### config.mk
export PLATFORM = sky130hd
export DESIGN_NAME = pixel_mem_arbiter
export DESIGN_NICKNAME = d
export VERILOG_FILES = /design/src/rtl/pixel_mem_arbiter.sv
export SDC_FILE = /design/constraint.sdc
export NUM_CORES = 1
export LEC_CHECK = 0
export ABC_AREA = 1
export BUFFER_PORTS_ARGS = -buffer_cell sky130_fd_sc_hd__buf_2
export CORE_ASPECT_RATIO = 1.4
export CORE_MARGIN = 2
export CORE_UTILIZATION = 30
export DETAILED_ROUTE_END_ITERATION = 7
export GPL_TIMING_DRIVEN = 0
export PLACE_DENSITY = 0.49
export SLEW_MARGIN = 20
export SYNTH_ARGS = -nofsm -noshare
export SYNTH_HDL_FRONTEND = slang
export SYNTH_SLANG_ARGS = --single-unit
### constraint.sdc
create_clock -name clk -period 2.4 [get_ports clk]
set_input_delay 0.12 -clock clk [delete_from_list [all_inputs] [get_ports clk]]
set_output_delay 0.12 -clock clk [all_outputs]
set_load 0.005 [all_outputs]
### src/rtl/pixel_mem_arbiter.sv
// Frame-memory port arbiter: display reads own every read slot, queued writes
// drain through a small FIFO in the remaining cycles.
//   state   | meaning
//   IDLE    | port unused, mem_we = 0
//   READ    | display read slot, address from hcount/vcount
//   WRITE   | FIFO head popped onto the port, mem_we = 1
module pixel_mem_arbiter #(
  parameter int IMG_W      = 160,
  parameter int IMG_H      = 120,
  parameter int SCALE_LOG2 = 2,
  parameter int H_ACTIVE   = 640,
  parameter int V_ACTIVE   = 480,
  parameter int ADDR_W     = 15,
  parameter int FIFO_DEPTH = 4
) (
  input  logic              clk,
  input  logic              rst,
  input  logic [9:0]        hcount,
  input  logic [9:0]        vcount,
  input  logic              wr_req,
  input  logic [ADDR_W-1:0] wr_addr,
  input  logic [7:0]        wr_data,
  output logic              wr_ready,
  output logic              wr_err,
  output logic [ADDR_W-1:0] mem_addr,
  output logic [7:0]        mem_wdata,
  output logic              mem_we,
  input  logic [7:0]        mem_rdata,
  output logic [7:0]        pix_value,
  output logic              sd,
  output logic [2:0]        fifo_level
);

  localparam int unsigned IMG_W_U  = IMG_W;
  localparam int unsigned IMG_H_U  = IMG_H;
  localparam int unsigned IMG_SIZE = IMG_W * IMG_H;
  localparam int          PTR_W    = (FIFO_DEPTH > 1) ? $clog2(FIFO_DEPTH) : 1;
  localparam logic [9:0]  H_ACT    = 10'(H_ACTIVE);
  localparam logic [9:0]  V_ACT    = 10'(V_ACTIVE);
  localparam logic [9:0]  SUB_MASK = 10'((1 << SCALE_LOG2) - 1);
  localparam logic [2:0]  FULL_LVL = 3'(FIFO_DEPTH);
  localparam logic [PTR_W-1:0] PTR_LAST = PTR_W'(FIFO_DEPTH - 1);

  typedef enum logic [1:0] {S_IDLE = 2'd0, S_READ = 2'd1, S_WRITE = 2'd2} state_t;

  state_t            state_q, state_d;
  logic              active, slot, in_img, in_range, push, pop;
  logic [9:0]        img_row, img_col;
  logic [ADDR_W-1:0] rd_addr;

  logic              in_img_q, in_img_d;
  logic [7:0]        pix_q, pix_d;
  logic [1:0]        sd_pipe_q, sd_pipe_d;
  logic              wr_err_q, wr_err_d;

  logic [ADDR_W-1:0] fifo_addr_q [FIFO_DEPTH];
  logic [ADDR_W-1:0] fifo_addr_d [FIFO_DEPTH];
  logic [7:0]        fifo_data_q [FIFO_DEPTH];
  logic [7:0]        fifo_data_d [FIFO_DEPTH];
  logic [PTR_W-1:0]  wr_ptr_q, wr_ptr_d, rd_ptr_q, rd_ptr_d;
  logic [2:0]        count_q, count_d;

  assign img_row  = vcount >> SCALE_LOG2;
  assign img_col  = hcount >> SCALE_LOG2;
  assign in_img   = (32'(img_row) < IMG_H_U) && (32'(img_col) < IMG_W_U);
  assign rd_addr  = ADDR_W'(32'(img_row) * IMG_W_U + 32'(img_col));
  assign active   = (hcount < H_ACT) && (vcount < V_ACT);
  assign slot     = active && ((hcount & SUB_MASK) == 10'd0);
  assign in_range = 32'(wr_addr) < IMG_SIZE;

  assign wr_ready   = (count_q != FULL_LVL);
  assign push       = wr_req && wr_ready && in_range;
  assign pop        = (state_d == S_WRITE);
  assign fifo_level = count_q;
  assign wr_err     = wr_err_q;
  assign pix_value  = pix_q;
  assign sd         = sd_pipe_q[1];

  // State is decided combinationally every cycle so the read address goes out
  // in the slot itself; the registered copy marks the following capture cycle.
  always_ff @(posedge clk) begin
    if (!rst) state_q <= S_IDLE;
    else      state_q <= state_d;
  end

  always_comb begin
    state_d = S_IDLE;
    if (!rst)                 state_d = S_IDLE;
    else if (slot)            state_d = S_READ;
    else if (count_q != 3'd0) state_d = S_WRITE;
  end

  always_comb begin
    mem_we    = 1'b0;
    mem_addr  = '0;
    mem_wdata = '0;
    case (state_d)
      S_READ:  mem_addr = in_img ? rd_addr : '0;
      S_WRITE: begin
        mem_we    = 1'b1;
        mem_addr  = fifo_addr_q[rd_ptr_q];
        mem_wdata = fifo_data_q[rd_ptr_q];
      end
      default: ;
    endcase
  end

  always_comb begin
    in_img_d  = slot && in_img;
    sd_pipe_d = {sd_pipe_q[0], ~active};
    wr_err_d  = wr_req && wr_ready && !in_range;
    pix_d     = pix_q;
    if (state_q == S_READ) pix_d = in_img_q ? mem_rdata : 8'd0;
  end

  always_comb begin
    fifo_addr_d = fifo_addr_q;
    fifo_data_d = fifo_data_q;
    wr_ptr_d    = wr_ptr_q;
    rd_ptr_d    = rd_ptr_q;
    if (push) begin
      fifo_addr_d[wr_ptr_q] = wr_addr;
      fifo_data_d[wr_ptr_q] = wr_data;
      wr_ptr_d = (wr_ptr_q == PTR_LAST) ? '0 : wr_ptr_q + PTR_W'(1);
    end
    if (pop) rd_ptr_d = (rd_ptr_q == PTR_LAST) ? '0 : rd_ptr_q + PTR_W'(1);
    count_d = count_q + 3'(push) - 3'(pop);
  end

  always_ff @(posedge clk) begin
    if (!rst) begin
      in_img_q  <= 1'b0;
      pix_q     <= 8'd0;
      sd_pipe_q <= 2'b11;
      wr_err_q  <= 1'b0;
      wr_ptr_q  <= '0;
      rd_ptr_q  <= '0;
      count_q   <= 3'd0;
    end else begin
      in_img_q  <= in_img_d;
      pix_q     <= pix_d;
      sd_pipe_q <= sd_pipe_d;
      wr_err_q  <= wr_err_d;
      wr_ptr_q  <= wr_ptr_d;
      rd_ptr_q  <= rd_ptr_d;
      count_q   <= count_d;
    end
  end

  // Entry storage needs no reset: pointers and count define what is valid.
  always_ff @(posedge clk) begin
    fifo_addr_q <= fifo_addr_d;
    fifo_data_q <= fifo_data_d;
  end

endmodule

; ---- After elaboration in Yosys (flattened, before gate mapping)
; Cells that the tools add are included.
[classes]
div = 0
eq_ne = 6
shifts = 0
bitwise = 3
n_reduce_logical = 11
mul = 1
order_cmp = 8
n_addsub = 5
n_mux = 22
[op_table]
columns = op, count
row1 = bitwise mux 60 bit, 1
row2 = 2-to-1 mux 15 bit, 4
row3 = 2-to-1 mux 8 bit, 5
row4 = bitwise mux 32 bit, 1
row5 = binary-select mux 15 bit (select 2 bit), 1
row6 = demux 15 bit (select 2 bit), 1
row7 = one-hot mux 15 bit (2 select lines), 1
row8 = binary-select mux 8 bit (select 2 bit), 1
row9 = demux 8 bit (select 2 bit), 1
row10 = adder 15 x 8 -> 15 bit, 1
row11 = less-than comparator 15 bit (second input constant), 1
row12 = zero test 10 bit, 1
row13 = less-than comparator 10 bit (second input constant), 1
row14 = less-than comparator 10 x 9 -> 1 bit (second input constant), 1
row15 = multiplier 8 x 3 -> 10 bit (second input constant), 1
row16 = 2-to-1 mux 2 bit, 5
row17 = logical AND 1 bit, 8
row18 = less-than comparator 8 x 7 -> 1 bit (second input constant), 1
row19 = less-than comparator 8 bit (second input constant), 1
row20 = equality test 2 bit (second input constant), 3
row21 = greater-or-equal comparator 3 bit (second input constant), 2
row22 = NOT 2 -> 3 bit, 2
row23 = adder 2 x 1 -> 2 bit (second input constant), 2
row24 = equality test 2 x 1 -> 1 bit (second input constant), 2
row25 = 8 further kinds, 8
[word_totals]
mem_bits_rw = 0
n_memories = 0
rom_bits = 0
latchBits = 0
reg_bits = 113

; ---- Longest topological paths before layout
; Gate-level depths: netlist of the first run.
[logic_depth]
ltp_word = 7
mapped_depth = 13
ltp_nobuf = 13

; ---- Worst setup path after synthesis of the first run
; No wires, ideal clock.
[synth_path]
path_kind = register -> register
from = register count_q[1] (netlist: fifo_level[1])
to = register fifo_addr_q[0] (netlist name) (enable)
stages_incl_launch_ff = 5
setup_ns = 0.403
t_arrival_ns = 1.772
synth_period_minus_slack_ns = 2.175
slack_ns = 0.225
n_path_buf = 0
required_ns = 1.997
cell_sequence = dfxtp_1 -> inv_1 -> nand3_1 -> nand3_2 -> nor2_1
[synth_via]
elab_chain_cells = 3
[synth_lines]
columns = item, line
row1 = start: declaration, 61  ; logic [2:0] count_q, count_d;
row2 = start signal: assignment, 146  ; count_q <= count_d;
row3 = != test 3 bit, 71  ; assign wr_ready = (count_q != FULL_LVL);
row4 = via wr_ready, 23  ; output logic wr_ready,
row5 = logical AND 1 bit (2 in a row), 72  ; assign push = wr_req && wr_ready && in_range;
row6 = end signal: assignment, 152  ; fifo_addr_q <= fifo_addr_d;
row7 = end: declaration, 56  ; logic [ADDR_W-1:0] fifo_addr_q [FIFO_DEPTH];
; The timed path passes the listed nets, and every way through them passes these cells.
; A chain may end at the register's enable or synchronous reset.

; ---- Worst setup path after layout of the first run
[layout_path]
from = input port vcount[5]
to = output port mem_addr[12]
[layout_via]
elab_chain_cells = 7
elab_cells_between_ends = 13
cone_classes = add/sub: 1 / mul: 1 / order compare: 2 / eq/ne: 2 / mux: 4 / reduce/logical: 3
[layout_lines]
columns = item, line
row1 = start: declaration, 19  ; input logic [9:0] vcount,
row2 = "parallel branches: the longest is 6 deep, another holds adder 15 x 8 -> 15 bit", -
row3 = one-hot mux 15 bit (2 select lines) *, 97  ; case (state_d)
row4 = end: declaration, 25  ; output logic [ADDR_W-1:0] mem_addr,
; Every way passes the cells marked *.

==> results of run 1 <==
path summary, 6_finish.rpt:
path                        end  depth (start not counted)  slack, ns
hold / removal     sd_pipe_q[0]                          4       0.05
setup reg to reg  fifo_level[2]                          9       0.27
setup / recovery   mem_addr[12]                         14       0.08
hold reg to reg    sd_pipe_q[1]                          1       0.41
sequential cells by signal (all words and copies together), names as in the netlist, 2 cells and up:
register	count
fifo_addr_q	60
fifo_data_q	32
pix_value	8
fifo_level	3
rd_ptr_q	2
sd_pipe_q	2
state_q	2
wr_ptr_q	2
area by class of cell:
cell class / count / area, um^2
Inverter: 34 / 130.1
Timing Repair Buffer: 129 / 905.9
Fill cell: 1660 / 9893
Clock inverter: 9 / 68.82
Buffer: 20 / 108.9
Clock buffer: 21 / 440.4
Multi-Input combinational cell: 324 / 1832
Tap cell: 203 / 254.0
Sequential cell: 113 / 3183
routing by layer:
layer	vias up	global-route usage	wire length, um
met5	-	0	0
met3	21	0.04720	632
met4	0	0.04381	182
met2	108	0.2722	6983
met1	1920	0.1745	5730
li1	2012	-	-
per-stage QoR:
| stage | setup slack (ns) | setup TNS [ns] | power, mW |
|---|---|---|---|
| after floorplan | 0.2249 | 0 | 3.509 |
| after global placement | -0.9601 | -81.16 | 4.225 |
| after detailed placement | -0.1146 | -0.2112 | 4.308 |
| after CTS | 0.009809 | 0 | 6.542 |
| after global routing | -0.04076 | -0.1008 | 6.904 |
| final | 0.08380 | 0 | 6.492 |
placed cells by master (no fill, tap or decap), types with 3 or more instances in the layout:
master	count
clkbuf_16	17
clkinv_2	4
a22o_1	7
nor2_1	80
inv_1	32
buf_16	3
dlygate4sd3_1	33
clkbuf_2	3
nand3_1	24
edfxtp_1	92
clkinv_1	3
fa_1	3
nand2_1	65
clkbuf_1	10
buf_4	5
dfxtp_1	21
nor2_4	6
nand4_1	3
o21ai_0	50
o22ai_1	15
ha_1	20
buf_2	93
nand2_2	4
a21oi_1	23
o21ai_1	6
worst max-delay path, delay by kind of cell:
family          cells  cell delay [ns]
compound gates      1             0.10
fa+ha+maj           3             0.98
buf+inv             2             0.26
simple gates        8             0.75
where the power goes:
part           switching, mW  internal [mW]
Sequential            0.0677           2.28
Clock                  0.789           1.38
Combinational           1.23          0.745
Total                   2.09           4.40
cell families after synthesis:
kind of cell / count (synthesis)
AOI/OAI and AO/OA: 105
DFF: 113
xor gates and xnor gates: 3
adders and majority gates: 25
buffers and inverters: 54
and+or+nand+nor: 191
timing repair:
item	in CTS	in global routing
setup endpoints to repair	2	7
gates cloned	0	0
hold endpoints to repair	102	0
gates resized for setup	2	21
hold buffers	33	0
pin swaps	0	10
buffers inserted	0	4
==> summary.md, run 1 <==
| Metric | Value |
|---|---|
| Outcome | `finished clean` |
| CP startpoint | `vcount[5]` |
| HP Start | `hcount[7]` |
| Worst hold path type | `input port to flop` |
| CP peak stage delay | `0.58 ns` |
| Mapped Cells | `~500` |
| Syn nets | `570` |
| Synth area leader | `edfxtp_1` |
| Endpoints failing hold | `0` |
| Via/cell ratio | `about 4.8` |
| Clock Latency Late Sink | `0.41 ns` |
| Max_slew headroom | `0.5884` |
| Syn-to-layout area delta | `34.33%` |
| Endpoints failing setup | `0` |
| Detailed Route WL | `between 10000 and 15000 um` |
| TritonCTS buffer count | `17` |
| Pre-antenna DRT Iters | `7` |
| Pwr dens | `between 900 and 1000 nW/um^2` |
| Post-Syn Area per Cell | `10.50 um^2` |
| Total number of vias | `about 4000` |
| Post-Synth Adder-Cell Area | `0.06506` |
| Pin count of the biggest net entering global routing | `21` |
| Mux cell area share after synthesis | `0` |
| Commonest cells post-synth | `92 x edfxtp_1, 85 x nor2_1, 68 x nand2_1, 51 x o21ai_0, 33 x inv_1` |
| Core area | `16820 um^2` |
| Number of max-cap violations | `0` |
| Clock-pin slew on the worst setup and hold paths | `about 0.050 ns` |
| Post-Synth XOR/XNOR Area | `0.006555` |
| Deepest level of the CTS H-tree | `4` |
| Worst r2r src | `fifo_level[1]` |
| Critical Path AT | `about 2.2 ns` |
| Clk sink count | `about 110` |
| VDD IR-drop max | `~0.44 mV` |
| Largest family of logic cells by synthesized area | `simple AND/OR/NAND/NOR gates` |
| DP HPWL | `9439 um` |
| Most used DFF post-synth | `edfxtp_1` |
| Dpl cells | `786` |
| Die ar. | `around 18000 um^2` |
| Compound-Gate Fraction of Synth Area | `0.1124` |
| CTS tree | `yes` |
| Yosys reg bits | `~110` |
| Period minus WS final | `2.316 ns` |
| Crit Path Max Fanout | `3` |
| Ports | `92` |
| CTS Buffer Depth | `2` |
| First-pass GRT wire length | `about 21000 um` |
| Synth area leaders | `edfxtp_1 54%, dfxtp_1 8.2%, nor2_1 6.2%` |
| Final period util | `0.9651` |
| Post-Syn Area | `about 5000 um^2` |
| GP Congestion | `between 0.7 and 0.8` |
| Starting DRT DRC Count | `209` |
| Initial Util | `0.3065` |
| Max Clock Freq | `~430 MHz` |
| Critical path required time | `around 2.3 ns` |
| Diodes inserted | `0` |
| Clock root cell | `clkbuf_16` |
| Post-DRT Antenna Nets | `0` |
| Crit. End Element | `output pin` |
| Post-synth EDFFs | `92` |
| Ys Warns | `0` |
| Cell Count, Final, Fillers Out | `roughly 850` |
| Placement Cell Area | `approximately 6000 um^2` |
| Post-synth ARST share | `0` |
| Port bufs | `88` |
| Crit-path cells | `buf_2, ha_4, ha_4, fa_1, nand2_2, nor2_2, nand2_1, nand2_2, nand3_1, nor2_1, nor2_1, o21ai_1, nand2_1, buf_2` |
| Simple-gate share of the synthesized area | `0.1544` |
| Yosys cell types | `35` |
| Worst Skew | `approximately 0.0055 ns` |
| Height of the die | `roughly 160 um` |
| DIE WIDTH | `roughly 110 um` |
| Least-Margin Pin Slew | `0.6174 ns` |
| Startpoint Class | `input port` |
| Most frequent cell after synthesis | `edfxtp_1` |
| DRC errors left | `0` |
| Fin util | `0.4117` |
| Std-Cell Rows | `56` |
| Part of the Yosys area used for sequential elements | `0.6176` |
| Crit-path slowest cell | `fa_1` |
| Gr usage total | `0.1529` |
| Total gr overflow | `0` |
| Initial antenna violation count | `0` |
| RSZ-0062 raised after global routing | `true` |
| Final #Nets | `~700` |
| WHS | `around 0.055 ns` |
| Share of the synthesized area in the top cell type | `0.5361` |
| Static Leakage | `~2.8 nW` |
| DR WL/cell | `15.86 um` |
| Design Area, Final | `a little under 7000 um^2` |
| Fin. max-slew vios | `0` |
| Share of post-route cells with drive strength above 1 | `0.2354` |
| WS Path Type | `input port to output pin` |
| Vias in the first global route | `around 4000` |
Power figures use the tool's default switching activity.
==> run 2: changes to the inputs <==
- ABC_AREA: 1 -> unset
==> run 2 against run 1 <==
  * The run now ends with setup timing left
  * Clock power grew 21%
  * Critical path depth is 4 lower
  * Non-clock buffer count down 3
  * Worst hold slack worse by 0.039 ns
  * Cell area increased by 0.31%
  * Count of clock-buffer cells in the layout fell by 3
  * Sequential power barely moved
  * Combinational power fell by 14%
  * Die area is 2.5% lower
  * Synthesized cell count down 34%
  * Via count fell by 20%
==> summary.md, run 2 <==
| Metric | Value |
|---|---|
| Total number of vias | `3235 (-20%)` |
| Part of the Yosys area used for sequential elements | `0.6338 (+0.01616)` |
| Endpoints failing setup | `2 (+2)` |
| Max_slew headroom | `0.5417 (-0.04666)` |
| Ports | `92 (unchanged)` |
| Total gr overflow | `0 (unchanged)` |
| Post-synth EDFFs | `92 (unchanged)` |
| Number of max-cap violations | `0 (unchanged)` |
| Pwr dens | `957.7 nW/um^2 (+2.1%)` |
| Post-DRT Antenna Nets | `0 (unchanged)` |
| Endpoints failing hold | `0 (unchanged)` |
| Die ar. | `17810 um^2 (-2.5%)` |
| R2R cell count | `9 (unchanged)` |
| Least-Margin Pin Slew | `0.6874 ns (+0.06999 ns)` |
| DIE WIDTH | `113.4 um (-1.2%)` |
| Crit. End Element | `output pin` |
| Starting DRT DRC Count | `113 (-46%)` |
| Syn nets | `405 (-29%)` |
| Share of the synthesized area in the top cell type | `0.5501 (+0.01402)` |
| DRC errors left | `0 (unchanged)` |
| Core area | `16610 um^2 (-1.2%)` |
| Height of the die | `157.1 um (-1.2%)` |
| Gr usage total | `0.1294 (-0.02346)` |
| Post-Syn Area per Cell | `15.41 um^2 (+47%)` |
| WHS Path Cells | `3 (-1)` |
| P_int | `4.962 mW (+13%)` |
| Initial antenna violation count | `0 (unchanged)` |
| Detailed Route WL | `11220 um (-17%)` |
| Pre-antenna DRT Iters | `4 (-3)` |
| Via/cell ratio | `4.682 (-1.7%)` |
| Worst Skew | `0.008134 ns (+0.002601 ns)` |
| DR WL/cell | `16.24 um (+2.4%)` |
| Failing checks | `setup timing` |
| Top reg by flops | `fifo_addr_q` |
| HP Start | `mem_rdata[6]` |
| CP startpoint | `vcount[5]` |
| Pin count of the biggest net entering global routing | `24 (+14%)` |
| CTS tree | `yes` |
| Worst r2r src | `fifo_level[2]` |
| Final period util | `1.041 (+0.07568)` |
| WS Path Type | `input port to output pin` |
| Static Leakage | `2.622 nW (-7.3%)` |
| Most common library cell in the layout ignoring fill and taps | `edfxtp_1` |
| Worst hold path type | `input port to flop` |
| Commonest cells post-synth | `92 x edfxtp_1, 23 x mux4_2, 23 x nand2_1, 22 x ha_1, 21 x dfxtp_1` |
| Critical Path AT | `2.38 ns (+0.18 ns)` |
| Vias in the first global route | `3414 (-17%)` |
| Final #Nets | `556 (-23%)` |
| Post-Syn Area | `5022 um^2 (-2.5%)` |
| Critical path required time | `2.28 ns (about the same)` |
| TritonCTS buffer count | `17 (unchanged)` |
| Deepest level of the CTS H-tree | `4 (unchanged)` |
| Period minus WS final | `2.498 ns (+0.1816 ns)` |
| Fin util | `0.4182 (+0.006492)` |
| Share of post-route cells with drive strength above 1 | `0.3811 (+0.1458)` |
| Fill cells | `1510 (-9.0%)` |
| Mapped Cells | `326 (-34%)` |
| Max reg flops | `60 (unchanged)` |
| Syn-to-layout area delta | `38.27%` |
| Crit Path Max Fanout | `3 (unchanged)` |
| Power after layout | `6.650 mW (+2.4%)` |
| Outcome | `finished with violations` |
| DP HPWL | `7621 um (-19%)` |
| Yosys reg bits | `113 (unchanged)` |
| VDD IR-drop max | `0.3980 mV (-10%)` |
| Clock Latency Late Sink | `0.40 ns (about the same)` |
| Most frequent cells in the layout | `92 x edfxtp_1, 88 x buf_2, 30 x dlygate4sd3_1` |
| Startpoint Class | `input port` |
| Clock root cell | `clkbuf_16` |
| Combinational fraction of design power | `0.256 (-0.048)` |
| CTS Buffer Depth | `2 (unchanged)` |
| Seq pwr share | `0.349 (-0.012)` |
| Std-Cell Rows | `56 (unchanged)` |
| First-pass GRT wire length | `17360 um (-18%)` |
| Yosys cell types | `45 (+29%)` |
| Clk sink count | `113 (unchanged)` |
| RSZ-0062 raised after global routing | `true` |
| Clock-pin slew on the worst setup and hold paths | `0.05 ns (about the same)` |
| Setup TNS | `-0.1084 ns (-0.1084 ns)` |
| Switching share of power | `0.2538 (-0.06769)` |
| Diodes inserted | `0 (unchanged)` |
| Initial Util | `0.3024 (-0.004032)` |
| Clock power share | `0.395 (+0.060)` |
| GP Congestion | `0.7566 (-1.2%)` |
| Cell Count, Final, Fillers Out | `691 (-19%)` |
| Dpl cells | `617 (-22%)` |
| Most used DFF post-synth | `edfxtp_1` |
| Psw | `1.688 mW (-19%)` |
| Synth area leaders | `edfxtp_1 55%, mux4_2 10%, dfxtp_1 8.4%` |
| Port bufs | `88 (unchanged)` |
| Ys Warns | `0 (unchanged)` |
| Synth area leader | `edfxtp_1` |
| Post-synth ARST share | `0 (unchanged)` |
| Fin. max-slew vios | `0 (unchanged)` |
| Setup ws final | `-0.09783 ns (-0.1816 ns)` |
| Most frequent cell after synthesis | `edfxtp_1` |
| Max Clock Freq | `400.3 MHz (-7.3%)` |
## run 2: path summary, 6_finish.rpt
path                    to  slack (ns)
max           mem_addr[13]        -0.1
min           pix_value[6]        0.02
max reg2reg  fifo_level[2]        0.12
min reg2reg   sd_pipe_q[1]        0.40
## run 2: repair_timing
item | 4_1_cts | 5_1_grt
endpoints found under the setup margin | 21 | 16
hold buffers | 30 | 0
gates resized for setup | 30 | 11
pin swaps | 14 | 9
setup buffers | 9 | 5
hold endpoints to repair | 98 | 0
## run 2: cell families (layout without fill, tap and decap cells)
family / count (synthesis) / after routing / synth area share
flip-flops: 113 / 113 / 0.6338
AND/OR/NAND/NOR: 85 / 85 / 0.09093
AO/OA/AOI/OAI: 46 / 46 / 0.06727
adder cells (fa/ha/maj): 25 / 25 / 0.06677
multiplexers: 25 / 25 / 0.1071
buffers and inverters: 23 / 185 / 0.01843
XOR/XNOR: 9 / 9 / 0.01569
## run 2: final cells by class
type / instances / area [um^2] / share of cell area
clock buffer: 18 / 429.2 / 0.06180
sequential: 113 / 3183 / 0.4584
tap: 203 / 254.0 / 0.03658
buffer: 14 / 75.07 / 0.01081
timing repair buffer: 132 / 865.8 / 0.1247
clock inverter: 12 / 191.4 / 0.02757
multi-input combinational: 190 / 1912 / 0.2753
inverter: 9 / 33.78 / 0.004865
## run 2: critical path, cell delays in order
cell      delay (ns)
buf_8           0.10
ha_4            0.23
ha_4            0.16
fa_2            0.41
xor2_2          0.22
nand3_2         0.11
or4_4           0.50
o311ai_4        0.22
o211ai_1        0.15
buf_2           0.15
## run 2: metrics by stage
stage                     instance area (um^2)  setup WS (ns)  hold slack [ns]
final                                     6944       -0.09783          0.01578
after CTS                                 6855        -0.1509         0.003264
after global placement                    5717        -0.5273           0.3303
after floorplan                           5022        0.05690           0.2189
after detailed placement                  5722        -0.5327           0.3376
after global routing                      6944        -0.1880          0.03368
## run 2: routing by layer
layer  GRT usage  part of all wire  vias up  wire (um)
met1      0.1376              0.39     1588       4414
met3     0.03735             0.047       11        526
met2      0.2415              0.54       79       6111
met4     0.04704             0.015        0        172
met5           0                 0        -          0
li1            -                 -     1557          -
## run 2: power by group through the flow
stage                     Sequential, mW  Clock, mW  Combinational, mW
after floorplan                     2.34          0               1.02
after global placement              2.35          0               1.52
after detailed placement            2.35          0               1.53
after CTS                           2.32       2.66               1.69
after global routing                2.34       2.75               1.88
final                               2.32       2.62               1.70
==> run 3: changes to the inputs <==
- HOLD_SLACK_MARGIN: unset -> 0.08
==> run 3 against run 2 <==
  * The run still ends with setup timing left
  * Combinational power about the same
  * Worst setup slack improved by 0.0025 ns
  * Critical path depth unchanged
  * Register-to-register slack about the same
  * Clock power about the same
  * Utilization increased by 0.24 points
  * Non-clock buffer count increased by 4
  * Sequential share of layout area decreased by 0.26 points
  * Via count increased by 0.99%
  * Cell area increased by 0.58%
  * Cell count increased by 0.58%
  * Largest cell class unchanged
==> summary.md, run 3 (synthesis gave the netlist of run 2 again) <==
| Metric | Value |
|---|---|
| Via/cell ratio | `4.701 (+0.41%)` |
| DIE WIDTH | `113.4 um (unchanged)` |
| Total gr overflow | `0 (unchanged)` |
| Crit. End Element | `output pin` |
| RSZ-0062 raised after global routing | `true` |
| Fill cells | `1508 (-0.13%)` |
| Failing checks | `setup timing` |
| Ports | `92 (unchanged)` |
| Max Clock Freq | `400.7 MHz (about the same)` |
| Final period util | `1.040 (about the same)` |
| Critical Path AT | `2.38 ns (about the same)` |
| Starting DRT DRC Count | `141 (+25%)` |
| Placement Cell Area | `5722 um^2 (unchanged)` |
| Std-Cell Rows | `56 (unchanged)` |
| Clk sink count | `113 (unchanged)` |
| Crit-path slowest cell | `or4_4` |
| Share of post-route cells with drive strength above 1 | `0.3780 (-0.003099)` |
| Syn-to-layout area delta | `39.06%` |
| Crit Path Max Fanout | `3 (unchanged)` |
| Critical path required time | `2.28 ns (about the same)` |
| Dpl cells | `617 (unchanged)` |
| Design Area, Final | `6984 um^2 (+0.58%)` |
| Final #Nets | `560 (+0.72%)` |
| Period minus WS final | `2.495 ns (-0.002455 ns)` |
| Pin count of the biggest net entering global routing | `24 (unchanged)` |
| Initial Util | `0.3024 (unchanged)` |
| Vias in the first global route | `3464 (+1.5%)` |
| CTS tree | `yes` |
| VDD IR-drop max | `0.3977 mV (about the same)` |
| Worst Skew | `0.008897 ns (+0.0007630 ns)` |
| CP peak stage delay | `0.50 ns (about the same)` |
| Clock Latency Late Sink | `0.40 ns (about the same)` |
| Cell Count, Final, Fillers Out | `695 (+0.58%)` |
| Least-Margin Pin Slew | `0.6886 ns (+0.001163 ns)` |
| Die ar. | `17810 um^2 (unchanged)` |
| Total number of vias | `3267 (+0.99%)` |
| Pwr dens | `952.4 nW/um^2 (-0.55%)` |
| Worst hold path type | `input port to flop` |
| Detailed Route WL | `11340 um (+1.1%)` |
| Number of max-cap violations | `0 (unchanged)` |
| Core area | `16610 um^2 (unchanged)` |
| Height of the die | `157.1 um (unchanged)` |
| Startpoint Class | `input port` |
| DRC errors left | `0 (unchanged)` |
| TritonCTS buffer count | `17 (unchanged)` |
| Deepest level of the CTS H-tree | `4 (unchanged)` |
| Post-DRT Antenna Nets | `0 (unchanged)` |
| Clock root cell | `clkbuf_16` |
| Max reg flops | `60 (unchanged)` |
| Max_slew headroom | `0.5409 (-0.0007750)` |
| Endpoints failing setup | `2 (unchanged)` |
| CP dominant cell by count | `ha_4` |
| Pre-antenna DRT Iters | `4 (unchanged)` |
| First-pass GRT wire length | `17470 um (+0.63%)` |
| Power after layout | `6.651 mW (about the same)` |
| Setup ws final | `-0.09537 ns (+0.002455 ns)` |
| Endpoints failing hold | `0 (unchanged)` |
| WS Path Type | `input port to output pin` |
| Gr usage total | `0.1303 (+0.0008219)` |
| CTS Buffer Depth | `2 (unchanged)` |
| Static Leakage | `2.640 nW (+0.69%)` |
| GP Congestion | `0.7566 (unchanged)` |
| Most frequent cells in the layout | `92 x edfxtp_1, 88 x buf_2, 34 x dlygate4sd3_1` |
| Initial antenna violation count | `0 (unchanged)` |
| Port bufs | `88 (unchanged)` |
| Clock-pin slew on the worst setup and hold paths | `0.05 ns (about the same)` |
| Crit-path cells | `buf_8, ha_4, ha_4, fa_2, xor2_2, nand3_2, or4_4, o311ai_4, o211ai_1, buf_2` |
| Most common library cell in the layout ignoring fill and taps | `edfxtp_1` |
| Diodes inserted | `0 (unchanged)` |
| DR WL/cell | `16.32 um (+0.49%)` |
| Top reg by flops | `fifo_addr_q` |
| DP HPWL | `7621 um (unchanged)` |
| Outcome | `finished with violations` |
| Fin. max-slew vios | `0 (unchanged)` |
[run 3: changes by cell type in the layout (fill, tap and decap cells not counted), sizes merged]
cell         delta
dlygate4sd3     +4
[run 3: final cells by class]
cell class,instances,area [um^2],area share
tap,203,254.0,0.03637
sequential,113,3183,0.4558
buffer,14,75.07,0.01075
timing repair buffer,136,905.9,0.1297
multi-input combinational,190,1912,0.2737
inverter,9,33.78,0.004837
clock inverter,12,191.4,0.02741
clock buffer,18,429.2,0.06145
[run 3: final timing paths]
| check | from | endpoint | slack (ns) | depth (start not counted) |
|---|---|---|---|---|
| hold reg to reg | sd_pipe_q[0] | sd_pipe_q[1] | 0.40 | 1 |
| setup / recovery | vcount[5] | mem_addr[13] | -0.1 | 10 |
| hold / removal | rst | sd_pipe_q[0] | 0.1 | 2 |
| setup reg to reg | fifo_level[2] | fifo_level[2] | 0.12 | 9 |
[run 3: metal layers]
layer	vias to the layer above	global-route usage	part of all wire	routed length (um)
met5	-	0	0	0
li1	1566	-	-	-
met4	0	0.04820	0.016	176
met3	14	0.03735	0.045	505
met1	1614	0.1374	0.39	4463
met2	73	0.2441	0.55	6198
[run 3: timing repair]
| item | in CTS | in global routing |
|---|---|---|
| hold buffers | 34 | 0 |
| resized for setup | 30 | 11 |
| gates cloned | 0 | 0 |
| setup buffers | 9 | 5 |
| endpoints found under the setup margin | 21 | 16 |
| hold endpoints to repair | 102 | 0 |
| pin swaps | 14 | 9 |
[run 3: critical path, delay by kind of cell]
kind            cells  cell delay (ns)
fa+ha+maj           3             0.80
simple gates        2             0.61
compound gates      2             0.37
buf+inv             2             0.25
xor+xnor            1             0.22
[run 3: through the flow]
stage / TNS, ns / hold slack, ns / worst slack [ns] / utilization
2_1_floorplan: 0 / 0.2189 / 0.05690 / -
3_3_place_gp: -29.41 / 0.3303 / -0.5273 / 0.3443
3_5_place_dp: -2.071 / 0.3376 / -0.5327 / 0.3446
4_1_cts: -0.2052 / 0.1024 / -0.1509 / 0.4152
5_1_grt: -0.3456 / 0.1403 / -0.1880 / 0.4206
6_report: -0.1059 / 0.09994 / -0.09537 / 0.4206
[run 3: power by group]
| part | internal (mW) | leakage (nW) | total, mW | switching, mW |
|---|---|---|---|---|
| logic | 0.891 | 1.33 | 1.71 | 0.817 |
| registers | 2.26 | 1.01 | 2.32 | 0.0621 |
| clock network | 1.82 | 0.307 | 2.62 | 0.806 |
| total | 4.97 | 2.64 | 6.65 | 1.69 |
